$ cat config.mk
export PLATFORM = sky130hd
export DESIGN_NAME = rojo_upd_handshake
export DESIGN_NICKNAME = d
export VERILOG_FILES = /design/src/rtl/rojo_pkg.sv /design/src/rtl/sync_bit.sv /design/src/rtl/rojo_upd_handshake.sv
export SDC_FILE = /design/constraint.sdc
export NUM_CORES = 1
export LEC_CHECK = 0
export CAP_MARGIN = 20
export CORE_MARGIN = 5
export CORE_UTILIZATION = 45
export DETAILED_ROUTE_END_ITERATION = 7
export PLACE_DENSITY = 0.82
export SLEW_MARGIN = 0
export SYNTH_ARGS = -nofsm -noshare
export SYNTH_HDL_FRONTEND = slang
export SYNTH_SLANG_ARGS = --single-unit
$ cat constraint.sdc
create_clock -name clk -period 2.27 [get_ports clk]
set_input_delay 0.227 -clock clk [delete_from_list [all_inputs] [get_ports clk]]
set_output_delay 0.227 -clock clk [all_outputs]
set_load 0.01 [all_outputs]
$ cat src/rtl/rojo_pkg.sv
// Shared types and constants for the RojoBot update handshake.
//   rojo_hs_state_t : handshake FSM state encoding
//   ROJO_REG_W      : default width of one RojoBot register
package rojo_pkg;

  typedef enum logic [1:0] {
    IDLE = 2'd0,
    PEND = 2'd1,
    HOLD = 2'd2
  } rojo_hs_state_t;

  localparam int ROJO_REG_W = 8;

endpackage

$ cat src/rtl/sync_bit.sv
// Multi-flop level synchronizer for one asynchronous bit.
//   clk : destination clock
//   rst : synchronous, active-high; clears every stage
//   d   : asynchronous input level
//   q   : synchronized level (last stage)
module sync_bit #(
  parameter int STAGES = 2
) (
  input  logic clk,
  input  logic rst,
  input  logic d,
  output logic q
);

  logic [STAGES-1:0] ff;

  always_ff @(posedge clk) begin
    if (rst) ff <= '0;
    else     ff <= {ff[STAGES-2:0], d};
  end

  assign q = ff[STAGES-1];

endmodule

$ cat src/rtl/rojo_upd_handshake.sv
// Snapshots the RojoBot registers on each upd_sysregs rising edge and holds an
// interrupt level for the core until it acknowledges through i_int_ack.
// Counts captured updates (wrapping) and updates lost before service (saturating).
//   clk, rst                    : clk_rojo, synchronous active-high reset
//   i_upd                       : upd_sysregs level
//   i_locx/locy/sensors/botinfo : live RojoBot registers
//   i_int_ack                   : asynchronous acknowledge level from the core
//   o_locx/locy/sensors/botinfo : stable snapshot
//   o_botupdt                   : update pending interrupt level
//   o_upd_cnt, o_ovr_cnt        : update and overrun counters
//
// state | meaning
// IDLE  | nothing pending
// PEND  | snapshot valid, interrupt asserted, waiting for ack to rise
// HOLD  | ack seen, interrupt dropped, waiting for ack to fall
module rojo_upd_handshake
  import rojo_pkg::*;
#(
  parameter int REG_W       = ROJO_REG_W,
  parameter int SYNC_STAGES = 2,
  parameter int UPD_CNT_W   = 16,
  parameter int OVR_CNT_W   = 8
) (
  input  logic                 clk,
  input  logic                 rst,
  input  logic                 i_upd,
  input  logic [REG_W-1:0]     i_locx,
  input  logic [REG_W-1:0]     i_locy,
  input  logic [REG_W-1:0]     i_sensors,
  input  logic [REG_W-1:0]     i_botinfo,
  input  logic                 i_int_ack,
  output logic [REG_W-1:0]     o_locx,
  output logic [REG_W-1:0]     o_locy,
  output logic [REG_W-1:0]     o_sensors,
  output logic [REG_W-1:0]     o_botinfo,
  output logic                 o_botupdt,
  output logic [UPD_CNT_W-1:0] o_upd_cnt,
  output logic [OVR_CNT_W-1:0] o_ovr_cnt
);

  rojo_hs_state_t state, state_n;
  logic defer, defer_n;
  logic ovr_inc;
  logic upd_q, ack_s, ack_q;
  logic upd_rise, ack_rise, ack_fall;

  sync_bit #(.STAGES(SYNC_STAGES)) u_ack_sync (
    .clk (clk),
    .rst (rst),
    .d   (i_int_ack),
    .q   (ack_s)
  );

  assign upd_rise = i_upd & ~upd_q;
  assign ack_rise = ack_s & ~ack_q;
  assign ack_fall = ~ack_s & ack_q;

  always_comb begin
    state_n = state;
    defer_n = defer;
    ovr_inc = 1'b0;
    case (state)
      IDLE: begin
        if (upd_rise) state_n = PEND;
      end
      PEND: begin
        if (ack_rise) begin
          // An update racing the ack is still unseen by the core, so it is
          // deferred rather than counted as lost.
          state_n = HOLD;
          defer_n = upd_rise;
        end else if (upd_rise) begin
          ovr_inc = 1'b1;
        end
      end
      HOLD: begin
        if (upd_rise && defer) ovr_inc = 1'b1;
        if (ack_fall) begin
          state_n = (defer || upd_rise) ? PEND : IDLE;
          defer_n = 1'b0;
        end else if (upd_rise) begin
          defer_n = 1'b1;
        end
      end
      default: begin
        state_n = IDLE;
        defer_n = 1'b0;
      end
    endcase
  end

  always_ff @(posedge clk) begin
    if (rst) begin
      state     <= IDLE;
      defer     <= 1'b0;
      upd_q     <= 1'b0;
      ack_q     <= 1'b0;
      o_upd_cnt <= '0;
      o_ovr_cnt <= '0;
    end else begin
      state <= state_n;
      defer <= defer_n;
      upd_q <= i_upd;
      ack_q <= ack_s;
      if (upd_rise) o_upd_cnt <= o_upd_cnt + 1'b1;
      if (ovr_inc && (o_ovr_cnt != '1)) o_ovr_cnt <= o_ovr_cnt + 1'b1;
    end
  end

  always_ff @(posedge clk) begin
    if (rst) begin
      o_locx    <= '0;
      o_locy    <= '0;
      o_sensors <= '0;
      o_botinfo <= '0;
    end else if (upd_rise) begin
      o_locx    <= i_locx;
      o_locy    <= i_locy;
      o_sensors <= i_sensors;
      o_botinfo <= i_botinfo;
    end
  end

  assign o_botupdt = (state == PEND);

endmodule
# Word level (Yosys, flattened, before mapping)
# Cells that the tools add are included.
# totals
regBits	63
word_cells	46
# op_classes
add_sub_neg	2
eq_ne	7
mux	13
bitwise	7
n_reduce_logical	6
# ops
operator	n
$add A16 B1 Y16 const B	1
$add A8 B1 Y8 const B	1
$ne A8 B8 Y1 const B	1
$mux W1	7
$mux W2	3
$pmux W2 S3	1
$reduce_and A3 Y1	2
$ne A2 B2 Y1 const B	2
$not A1 Y1	4
$and A1 B1 Y1	3
$ne A3 B3 Y1 const B	1
$pmux W1 S3	1
$eq A2 B1 Y1 const B	1
$eq A2 B2 Y1 const B	1
$logic_and A1 B1 Y1	2
$logic_not A2 Y1	1
$ne A2 B1 Y1 const B	1
$pmux W1 S2	1
$logic_or A1 B1 Y1	1

# Logic depth before layout (Yosys ltp)
# Gate-level depths: netlist of run 1.
# depth
word_depth	6
ltp_mapped	7
depth_no_buf	6

# Hierarchy
# From an unflattened synthesis of run 1, not the netlist that was laid out.
# unflattened
cells_unflattened	314
hier_area_um2	2592.5
# modules_own_cells
mod	instances	cells_per_inst	area_each_um2
rojo_upd_handshake	1	310	2539.9
sync_bit	1	4	52.6

# Worst setup path after synthesis of run 1
# Ideal clock, no wire load.
# synth_path
path_kind	flip-flop to flip-flop
from	reg state[0]
to	reg o_ovr_cnt[4]
arrival_time_ns	1.575
t_required_ns	2.149
setup_slack_ns	0.575
path_stages_with_launch	7
synth_period_minus_slack_ns	1.695
path_cell_list	dfxtp_1 inv_1 ha_1 nand3b_1 buf_6 nor4b_2 mux2_2
# synth_between
elab_chain_cells	3
elab_cells_between_ends	4
classes_between	eq/ne (2); mux (1); reduce/logical (1)
# synth_lines
element	line_no	rtl
start: declaration	rojo_upd_handshake.sv:41	rojo_hs_state_t state, state_n;
start signal: assignment	rojo_upd_handshake.sv:101	state <= state_n;
$eq A2 B2 Y1 / $eq A2 B1 Y1 (equally long branches)	rojo_upd_handshake.sv:62	case (state)
$pmux W1 S2 *	rojo_upd_handshake.sv:62	
$logic_and A1 B1 Y1 *	rojo_upd_handshake.sv:106	if (ovr_inc && (o_ovr_cnt != '1)) o_ovr_cnt <= o_ovr_cnt + 1'b1;
end signal: assignment	rojo_upd_handshake.sv:106	
end: declaration	rojo_upd_handshake.sv:38	output logic [OVR_CNT_W-1:0] o_ovr_cnt
# Every way passes the cells marked *; elsewhere a longest branch is shown, timed or not.
# A chain may end at the register's enable or synchronous reset.

# Final worst setup path of run 1
# Ends and elaborated chain as after synthesis.

==> flow_metrics.env, run 1 <==
export IMPL_grt_usage_pct=17.82
export IMPL_post_place_ws_ns=0.2808
export IMPL_critical_path_depth=5
export IMPL_synth_enable_flop_cells=0
export IMPL_ys_async_sr_fraction_pct=0
export IMPL_dr_total_vias=2463
export IMPL_crit_fanout=11
export IMPL_outcome="finished, final reports clean"
export IMPL_cts_tree="built"
export IMPL_die_x_microns=86.72
export IMPL_ff_latch_area_sq_um=1261
export IMPL_grt_max_degree=27
export IMPL_clock_root_buffer="clkbuf_8"
export IMPL_firstDrtPassIters=4
export IMPL_syn_nets=354
export IMPL_routed_top_layer="met4"
export IMPL_tightest_slew_ns=0.5392
export IMPL_reg2reg_depth=5
export IMPL_diodes=0
export IMPL_max_freq_mhz=501.4
export IMPL_wl_met3_microns=440
export IMPL_drv_cap=0
export IMPL_fin_crit_ns=1.994
export IMPL_grt_pass1_wl_microns=10690
export IMPL_post_drt_via_cell_ratio=5.121
export IMPL_final_setup_viol_count=0
export IMPL_cts_path_max_buffers=2
export IMPL_criticalPathCategory="reg2reg"
export IMPL_worstPathArrival_ns=2.21
export IMPL_finalHoldViolations=0
export IMPL_fin_crit_sh_pct=87.85
export IMPL_synth_area_leaders="dfxtp_1, nand2_1, a21oi_1"
export IMPL_core_sq_um=5816
export IMPL_ys_types=46
export IMPL_start_kind="flop"
export IMPL_post_dp_hpwl_microns=4583
export IMPL_max_slew_margin_pct=63.92
export IMPL_synth_seq_cells=63
export IMPL_layout_nets=444
export IMPL_syn_mean_instance_area_sq_um=8.490
export IMPL_yosysTopAreaCellShare_pct=47.61
export IMPL_ioPinCount=93
export IMPL_p_per_area_nw_per_um2=712.8
export IMPL_wl_met2_microns=3277
export IMPL_maxSlewViolCount=0
export IMPL_switchingPower_mw=0.6917
export IMPL_cts_resized=0
export IMPL_synth_area_leader_cell="dfxtp_1"
export IMPL_syn_area_sq_um=2649
export IMPL_rows=28
export IMPL_rsz0062_at_grt="no"
export IMPL_yosysWarnings=0
export IMPL_worst_slack_ns=0.2757
export IMPL_io_buffers=92
export IMPL_drc=0
export IMPL_cts_hold_buffers=0
export IMPL_fin_skew_ns=0.008621
export IMPL_cpLargestDelayFamily="simple AND/OR/NAND/NOR gates"
export IMPL_die_height_microns=86.72
export IMPL_ff2ff_setup_slack_ns=0.28
export IMPL_clkTransAtPathRegs_ns=0.06
export IMPL_finalNonFillerCells=481
export IMPL_fillers=491
export IMPL_fp_dieArea_sq_um=7520
export IMPL_cp_end_kind="flop"
export IMPL_crit_path_end="o_ovr_cnt[4]$_SDFFE_PP0P_"
export IMPL_dp_cells=466
export IMPL_synth_ff_type="dfxtp_1"
export IMPL_cts_buffers=9
export IMPL_drive_above_1_share_pct=7.143
export IMPL_power_frac_comb_pct=17.6
export IMPL_wl_per_cell_microns=13.43
export IMPL_insertion_delay_ns=0.33
export IMPL_seqPwrFrac_pct=44.0
export IMPL_gp_congestion=0.7928
export IMPL_irDropWorstVdd_v=0.0005234
export IMPL_cp_slowest_cell="nor4b_2"
export IMPL_antenna_found_initial=0
export IMPL_leakage_nw=1.442
export IMPL_layout_commonest_cell="clkdlybuf4s50_1"
export IMPL_wirelength_microns=6460
export IMPL_path_buf_inv=1
export IMPL_p_int_mw=2.038
export IMPL_grt_pass1_vias=2322
export IMPL_cp_startpoint="state[0]$_SDFFE_PP0P_"
export IMPL_cts_setup_buffers=0
export IMPL_yosysSeqAreaShare_pct=47.61
export IMPL_area_growth_pct=44.59
export IMPL_clock_sinks=63
export IMPL_multiInputGateArea_sq_um=1280
export IMPL_ant_nets=0
export IMPL_synthCells=312
export IMPL_r2r_start="state[0]$_SDFFE_PP0P_"
export IMPL_m1WireLength_microns=2674
export IMPL_cpPeakStageDelay_ns=0.39
export IMPL_start_util_pct=45.55
export IMPL_cts_max_level=3
export IMPL_switching_share_pct=25.34
export IMPL_path_cells="inv_1 > ha_1 > nand3b_1 > nor4b_2 > mux2_2"
export IMPL_grt_overflow_total=0
export IMPL_power_frac_clock_pct=38.4
export IMPL_finalSetupTns_ns=0
export IMPL_r2r_end="o_ovr_cnt[4]$_SDFFE_PP0P_"
export IMPL_drt_iter0_markers=90
export IMPL_final_cell_mix="clkdlybuf4s50_1, nand2_1, dfxtp_1, a21oi_1, nor2_1"
export IMPL_min_path_type="in2reg"
export IMPL_required_ns=2.49
metrics by stage:
| stage | cell area [sq um] | hold WS (ns) | util, % | total power, mW |
|---|---|---|---|---|
| floorplan | 2649 | 0.3552 | - | 1.499 |
| finish | 3830 | 0.3048 | 65.86 | 2.730 |
| global placement | 3618 | 0.4187 | 62.22 | 1.692 |
| global route | 3830 | 0.3097 | 65.86 | 2.872 |
| detailed placement | 3618 | 0.4283 | 62.22 | 1.704 |
| CTS | 3830 | 0.3003 | 65.86 | 2.760 |
area by class of cell:
class / instances / share of cell area [%]
Sequential cell: 63 / 32.93
Multi-Input combinational cell: 225 / 33.42
Timing Repair Buffer: 99 / 25.29
Clock buffer: 11 / 3.692
Clock inverter: 4 / 1.829
Inverter: 4 / 0.3920
Tap cell: 75 / 2.450
state kept, by name, indices dropped and copies added, names as in the netlist:
signal,count
upd_q,1
o_botinfo,8
o_locy,8
o_upd_cnt,16
state,2
o_ovr_cnt,8
ack_q,1
o_locx,8
o_sensors,8
defer,1
u_ack_sync.ff,2
cell usage after synthesis, drive strengths merged (2+ instances only):
cell / n
and3: 4
or4: 2
nand4: 10
nand2b: 4
ha: 6
and4: 5
and2: 2
o31ai: 3
xnor2: 3
mux2: 2
inv: 4
o41ai: 2
nor2: 19
buf: 10
nand2: 73
xor2: 9
mux2i: 2
o21ai: 2
dfxtp: 63
a211oi: 4
nand3: 5
and4b: 2
clkbuf: 10
nor3: 4
o21a: 3
nor2b: 6
a21oi: 39
cell families after synthesis:
logic type | count (synthesis) | share of synthesized area, %
AOI/OAI and AO/OA | 61 | 13.89
xor gates and xnor gates | 12 | 3.968
adders and majority gates | 6 | 2.834
buffers and inverters | 24 | 4.062
DFF | 63 | 47.61
muxes | 4 | 1.606
and+or+nand+nor | 142 | 26.03
how the worst min path moves through the flow:
stage,from,endpoint,slack [ns],cells after the start
after floorplan,i_int_ack,u_ack_sync.ff[0]$_SDFF_PP0_,0.36,1
after global placement,u_ack_sync.ff[0]$_SDFF_PP0_,u_ack_sync.ff[1]$_SDFF_PP0_,0.42,1
after detailed placement,u_ack_sync.ff[0]$_SDFF_PP0_,u_ack_sync.ff[1]$_SDFF_PP0_,0.43,1
after CTS,rst,o_locx[1]$_SDFFE_PP0P_,0.30,2
after global routing,rst,ack_q$_SDFF_PP0_,0.31,2
final,rst,u_ack_sync.ff[0]$_SDFF_PP0_,0.30,2
power by group through the flow:
stage / Clock, mW / Sequential [mW] / Combinational, mW
2_1_floorplan: 0 / 1.24 / 0.259
3_3_place_gp: 0 / 1.22 / 0.470
3_5_place_dp: 0 / 1.23 / 0.479
4_1_cts: 1.07 / 1.20 / 0.484
5_1_grt: 1.14 / 1.21 / 0.527
6_report: 1.05 / 1.20 / 0.482
per-layer routing:
| layer | vias up | track usage, % |
|---|---|---|
| li1 | 1249 | - |
| met1 | 1153 | 20.07 |
| met2 | 54 | 31.08 |
| met3 | 7 | 6.749 |
| met4 | 0 | 5.524 |
| met5 | - | 0 |
(Power assumes the default switching activity.)
==> run 2, diff against run 1 <==
--- a/config.mk
+++ b/config.mk
@@ -6,7 +6,7 @@
 export NUM_CORES = 1
 export LEC_CHECK = 0
 export CAP_MARGIN = 20
-export CORE_MARGIN = 5
+export CORE_MARGIN = 8
 export CORE_UTILIZATION = 45
 export DETAILED_ROUTE_END_ITERATION = 7
 export PLACE_DENSITY = 0.82
==> run 2 against run 1 <==
Sequential share of layout area is 0.19 points higher. Clock power decreased by 11%. Fmax shrank 1.4%. Hold slack got worse by 0.030 ns. Combinational power up 1%. Critical path depth did not move. Worst setup slack lost 0.028 ns. Count of clock-buffer cells in the layout is 1 lower. Global-route usage down 1.6 points. Total power fell by 3.8%. Die area up 14%. Critical endpoint unchanged. Highest routed layer unchanged.
==> flow_metrics.env, run 2 (synthesis gave the netlist of run 1 again) <==
export IMPL_outcome="finished, final reports clean"
export IMPL_crit_fanout=11
export IMPL_final_setup_viol_count=0
export IMPL_fillers=509
export IMPL_cts_buffers=9
export IMPL_drt_iter0_markers=93
export IMPL_grt_pass1_wl_microns=11300
export IMPL_fin_crit_sh_pct=89.07
export IMPL_largest_reg_flops=16
export IMPL_power_mw=2.627
export IMPL_grt_max_degree=36
export IMPL_drc=0
export IMPL_die_x_microns=92.72
export IMPL_final_core_util_pct=65.47
export IMPL_cts_max_level=3
export IMPL_gp_congestion=0.8396
export IMPL_firstDrtPassIters=4
export IMPL_grt_overflow_total=0
export IMPL_p_per_area_nw_per_um2=689.9
export IMPL_wl_per_cell_microns=14.55
export IMPL_max_slew_margin_pct=64.34
export IMPL_start_util_pct=45.55
export IMPL_insertion_delay_ns=0.34
export IMPL_maxSlewViolCount=0
export IMPL_ant_nets=0
export IMPL_worstPathArrival_ns=2.24
export IMPL_hold_depth=3
export IMPL_finalSetupTns_ns=0
export IMPL_leakage_nw=1.429
export IMPL_largest_register="o_upd_cnt"
export IMPL_grt_usage_pct=16.19
export IMPL_start_kind="flop"
export IMPL_drive_above_1_share_pct=7.371
export IMPL_die_height_microns=92.72
export IMPL_min_path_type="in2reg"
export IMPL_cts_tree="built"
export IMPL_finalHoldViolations=0
export IMPL_rsz0062_at_grt="no"
export IMPL_clock_sinks=63
export IMPL_core_sq_um=5816
export IMPL_area_growth_pct=43.74
export IMPL_path_cells="inv_1 > ha_1 > nand3b_1 > nor4b_2 > mux2_2"
export IMPL_cp_end_kind="flop"
export IMPL_cpPeakStageDelay_ns=0.40
export IMPL_max_freq_mhz=494.6
export IMPL_cp_slowest_cell="dfxtp_1"
export IMPL_fp_dieArea_sq_um=8597
export IMPL_rows=28
export IMPL_post_drt_via_cell_ratio=5.162
export IMPL_final_cell_mix="clkdlybuf4s50_1, nand2_1, dfxtp_1, a21oi_1, nor2_1"
export IMPL_layout_nets=444
export IMPL_holdWs_ns=0.2752
export IMPL_cts_hold_buffers=0
export IMPL_clock_root_buffer="clkbuf_8"
export IMPL_cts_setup_buffers=0
export IMPL_fin_crit_ns=2.022
export IMPL_wirelength_microns=7013
export IMPL_drv_cap=0
export IMPL_ioPinCount=93
export IMPL_irDropWorstVdd_v=0.0004467
export IMPL_io_buffers=92
export IMPL_tightest_slew_ns=0.5329
export IMPL_criticalPathCategory="reg2reg"
export IMPL_grt_pass1_vias=2432
export IMPL_cts_resized=0
export IMPL_fin_skew_ns=0.009003
export IMPL_post_dp_hpwl_microns=5028
export IMPL_antenna_found_initial=0
export IMPL_dr_total_vias=2488
export IMPL_reg2reg_depth=5
export IMPL_clkTransAtPathRegs_ns=0.07
export IMPL_diodes=0
export IMPL_required_ns=2.49
export IMPL_layout_commonest_cell="clkdlybuf4s50_1"
export IMPL_cts_path_max_buffers=2
==> run 2: cell count changes in the layout (fill, tap and decap cells not counted) <==
cell,delta
bufinv_16,-1
clkbuf_8,-1
clkinv_2,+1
clkinv_4,+1
clkinvlp_4,+1
==> run 2: critical path: cells and delay by family, from the launching register on <==
kind | cells | cell delay, ns
buffers and inverters | 1 | 0.08
AND/OR/NAND/NOR | 2 | 0.73
flip-flops | 1 | 0.40
multiplexers | 1 | 0.36
adder cells (fa/ha/maj) | 1 | 0.33
==> run 2: per-stage QoR <==
| step | setup WS (ns) | instances | cell area [sq um] |
|---|---|---|---|
| 6_report | 0.2480 | 482 | 3807 |
| 5_1_grt | 0.09192 | 482 | 3807 |
| 4_1_cts | 0.2395 | 482 | 3807 |
| 3_5_place_dp | 0.2526 | 466 | 3618 |
| 3_3_place_gp | 0.3364 | 466 | 3618 |
| 2_1_floorplan | 0.5748 | 312 | 2649 |
==> run 2: report_power, final <==
| part | leakage (nW) | switching, mW | total, mW | internal (mW) |
|---|---|---|---|---|
| combinational | 0.819 | 0.251 | 0.487 | 0.237 |
| sequential | 0.514 | 0.0420 | 1.20 | 1.16 |
| clock | 0.0960 | 0.432 | 0.935 | 0.503 |
| total | 1.43 | 0.724 | 2.63 | 1.90 |
==> run 2: metal layers <==
metal,up-vias,share of wire (%),global-route usage (%)
met4,0,1.3,6.980
li1,1249,-,-
met5,-,0,0
met2,74,50,27.77
met3,10,7.2,6.230
met1,1155,41,17.38
==> run 2: final timing paths <==
kind / from / end / slack, ns
worst min register to register: o_sensors[5]$_SDFFE_PP0P_ / o_sensors[5]$_SDFFE_PP0P_ / 0.45
worst max register to register: state[0]$_SDFFE_PP0P_ / o_ovr_cnt[4]$_SDFFE_PP0P_ / 0.25
worst max-delay path: state[0]$_SDFFE_PP0P_ / o_ovr_cnt[4]$_SDFFE_PP0P_ / 0.25
worst min-delay path: rst / o_ovr_cnt[4]$_SDFFE_PP0P_ / 0.28
==> run 2: layout make-up <==
type,count,area [sq um],area share (%)
Clock inverter,6,61.31,1.610
Tap cell,75,93.84,2.465
Sequential cell,63,1261,33.13
Multi-Input combinational cell,225,1280,33.62
Clock buffer,10,127.6,3.352
Timing Repair Buffer,99,968.4,25.44
Inverter,4,15.01,0.3943
==> run 3, diff against run 2 <==
--- a/config.mk
+++ b/config.mk
@@ -5,7 +5,6 @@
 export SDC_FILE = /design/constraint.sdc
 export NUM_CORES = 1
 export LEC_CHECK = 0
-export CAP_MARGIN = 20
 export CORE_MARGIN = 8
 export CORE_UTILIZATION = 45
 export DETAILED_ROUTE_END_ITERATION = 7
==> constraint.sdc (replaced) <==
create_clock -name clk -period 2.2 [get_ports clk]
set_input_delay 0.22 -clock clk [delete_from_list [all_inputs] [get_ports clk]]
set_output_delay 0.22 -clock clk [all_outputs]
set_load 0.01 [all_outputs]
==> run 3 against run 2 <==
Hold slack improved by 0.0094 ns. Flip-flop and latch count did not move. Fmax rose by 2.7%. Design area barely moved. Cell count did not move. Critical path depth did not move. Clock power fell by 1%. Via count fell by 0.92%. Critical path type unchanged.
==> flow_metrics.env, run 3 (synthesis gave the netlist of run 1 again) <==
export IMPL_outcome="finished, final reports clean"
export IMPL_criticalPathCategory="reg2reg"
export IMPL_post_dp_hpwl_microns=4999
export IMPL_cpPeakStageDelay_ns=0.39
export IMPL_antenna_found_initial=0
export IMPL_post_drt_via_cell_ratio=5.114
export IMPL_cts_max_level=3
export IMPL_seqPwrFrac_pct=46.6
export IMPL_power_frac_clock_pct=34.6
export IMPL_dr_total_vias=2465
export IMPL_finalSetupTns_ns=0
export IMPL_finalHoldViolations=0
export IMPL_fin_crit_ns=1.969
export IMPL_max_slew_margin_pct=65.02
export IMPL_drt_iter0_markers=67
export IMPL_clock_root_buffer="clkbuf_8"
export IMPL_start_kind="flop"
export IMPL_gr_usage_met3_pct=6.068
export IMPL_fin_crit_sh_pct=89.51
export IMPL_cpLargestDelayFamily="simple AND/OR/NAND/NOR gates"
export IMPL_max_freq_mhz=507.8
export IMPL_start_util_pct=45.55
export IMPL_required_ns=2.42
export IMPL_postPlaceCellArea_sq_um=3626
export IMPL_finalInstanceArea_sq_um=3809
export IMPL_insertion_delay_ns=0.33
export IMPL_gp_congestion=0.8211
export IMPL_core_sq_um=5816
export IMPL_ioPinCount=93
export IMPL_p_per_area_nw_per_um2=698.9
export IMPL_grt_met2_usage_pct=26.52
export IMPL_wirelength_microns=6960
export IMPL_grt_pass1_wl_microns=11510
export IMPL_largest_register="o_upd_cnt"
export IMPL_grt_usage_pct=16.45
export IMPL_die_x_microns=92.72
export IMPL_power_frac_comb_pct=18.8
export IMPL_ff2ff_setup_slack_ns=0.23
export IMPL_ant_nets=0
export IMPL_die_height_microns=92.72
export IMPL_fp_dieArea_sq_um=8597
export IMPL_p_int_mw=1.936
export IMPL_final_setup_viol_count=0
export IMPL_cts_resized=0
export IMPL_path_cells="inv_1 > ha_1 > nand3b_1 > nor4b_2 > mux2_2"
export IMPL_grt_overflow_total=0
export IMPL_fin_skew_ns=0.005836
export IMPL_switching_share_pct=27.27
export IMPL_drc=0
export IMPL_diodes=0
export IMPL_clock_sinks=63
export IMPL_cts_path_max_buffers=2
export IMPL_clkTransAtPathRegs_ns=0.07
export IMPL_rsz0062_at_grt="no"
export IMPL_leakage_nw=1.432
export IMPL_layout_nets=445
export IMPL_final_cell_mix="clkdlybuf4s50_1, nand2_1, dfxtp_1, a21oi_1, nor2_1"
export IMPL_irDropWorstVdd_v=0.0003975
export IMPL_crit_fanout=11
export IMPL_worstPathArrival_ns=2.19
export IMPL_use_met1_pct=18.97
export IMPL_cts_tree="built"
export IMPL_switchingPower_mw=0.7257
export IMPL_maxSlewViolCount=0
export IMPL_grt_pass1_vias=2350
export IMPL_drv_cap=0
export IMPL_grt_max_degree=34
export IMPL_cp_end_kind="flop"
export IMPL_cp_slowest_cell="dfxtp_1"
export IMPL_cts_hold_buffers=0
export IMPL_cts_setup_buffers=0
export IMPL_path_buf_inv=1
export IMPL_largest_reg_flops=16
export IMPL_drive_above_1_share_pct=7.617
export IMPL_grt_busiest_layer="met2"
export IMPL_tightest_slew_ns=0.5228
export IMPL_cts_buffers=9
export IMPL_min_path_type="in2reg"
export IMPL_area_growth_pct=43.79
export IMPL_io_buffers=92
export IMPL_layout_commonest_cell="clkdlybuf4s50_1"
export IMPL_wl_per_cell_microns=14.44
export IMPL_firstDrtPassIters=5
export IMPL_rows=28
export IMPL_fillers=483
==> run 3: changes by cell type in the layout (fill, tap and decap cells not counted), sizes merged <==
cell    delta
bufinv     -1
clkbuf     +2
clkinv     -2
buf        +1
==> run 3: tightest hold or removal path: stages <==
cell,delay [ns]
buf_2,0.10
inv_1,0.12
o21a_1,0.13
==> run 3: path summary, 6_finish.rpt <==
check	startpoint	to	depth (start not counted)
max	state[0]$_SDFFE_PP0P_	o_ovr_cnt[4]$_SDFFE_PP0P_	5
max reg2reg	state[0]$_SDFFE_PP0P_	o_ovr_cnt[4]$_SDFFE_PP0P_	5
min reg2reg	u_ack_sync.ff[0]$_SDFF_PP0_	u_ack_sync.ff[1]$_SDFF_PP0_	1
min	rst	o_upd_cnt[14]$_SDFFE_PP0P_	3
==> run 3: final cells by class <==
cell class / count / area (sq um) / area share, %
clock buffer: 12 / 165.2 / 4.336
clock inverter: 3 / 17.52 / 0.4599
inverter: 4 / 15.01 / 0.3942
multi-input combinational: 225 / 1280 / 33.61
sequential: 63 / 1261 / 33.11
tap: 75 / 93.84 / 2.464
timing repair buffer: 100 / 975.9 / 25.62
==> run 3: per-layer routing <==
| metal | share of wire, % | routed length (microns) |
|---|---|---|
| met3 | 7.5 | 524 |
| met1 | 44 | 3036 |
| met2 | 47 | 3283 |
| met4 | 1.7 | 116 |
| met5 | 0 | 0 |
==> run 3: stage by stage <==
step                std cells  hold slack [ns]  worst slack (ns)  total power [mW]  utilization (%)
finish                    482           0.2846            0.2307             2.662            65.49
CTS                       482           0.2685            0.2264             2.681            65.49
global route              482           0.3291           0.07874             2.800            65.49
global placement          467           0.4227            0.3150             1.749            62.35
detailed placement        467           0.4375            0.2253             1.761            62.35
floorplan                 312           0.3482            0.5048             1.546                -
==> run 3: power by group through the flow <==
stage | Sequential [mW] | Clock [mW] | Combinational (mW)
detailed placement | 1.27 | 0 | 0.495
CTS | 1.24 | 0.939 | 0.502
global placement | 1.26 | 0 | 0.488
floorplan | 1.28 | 0 | 0.267
finish | 1.24 | 0.921 | 0.501
global route | 1.25 | 0.998 | 0.554
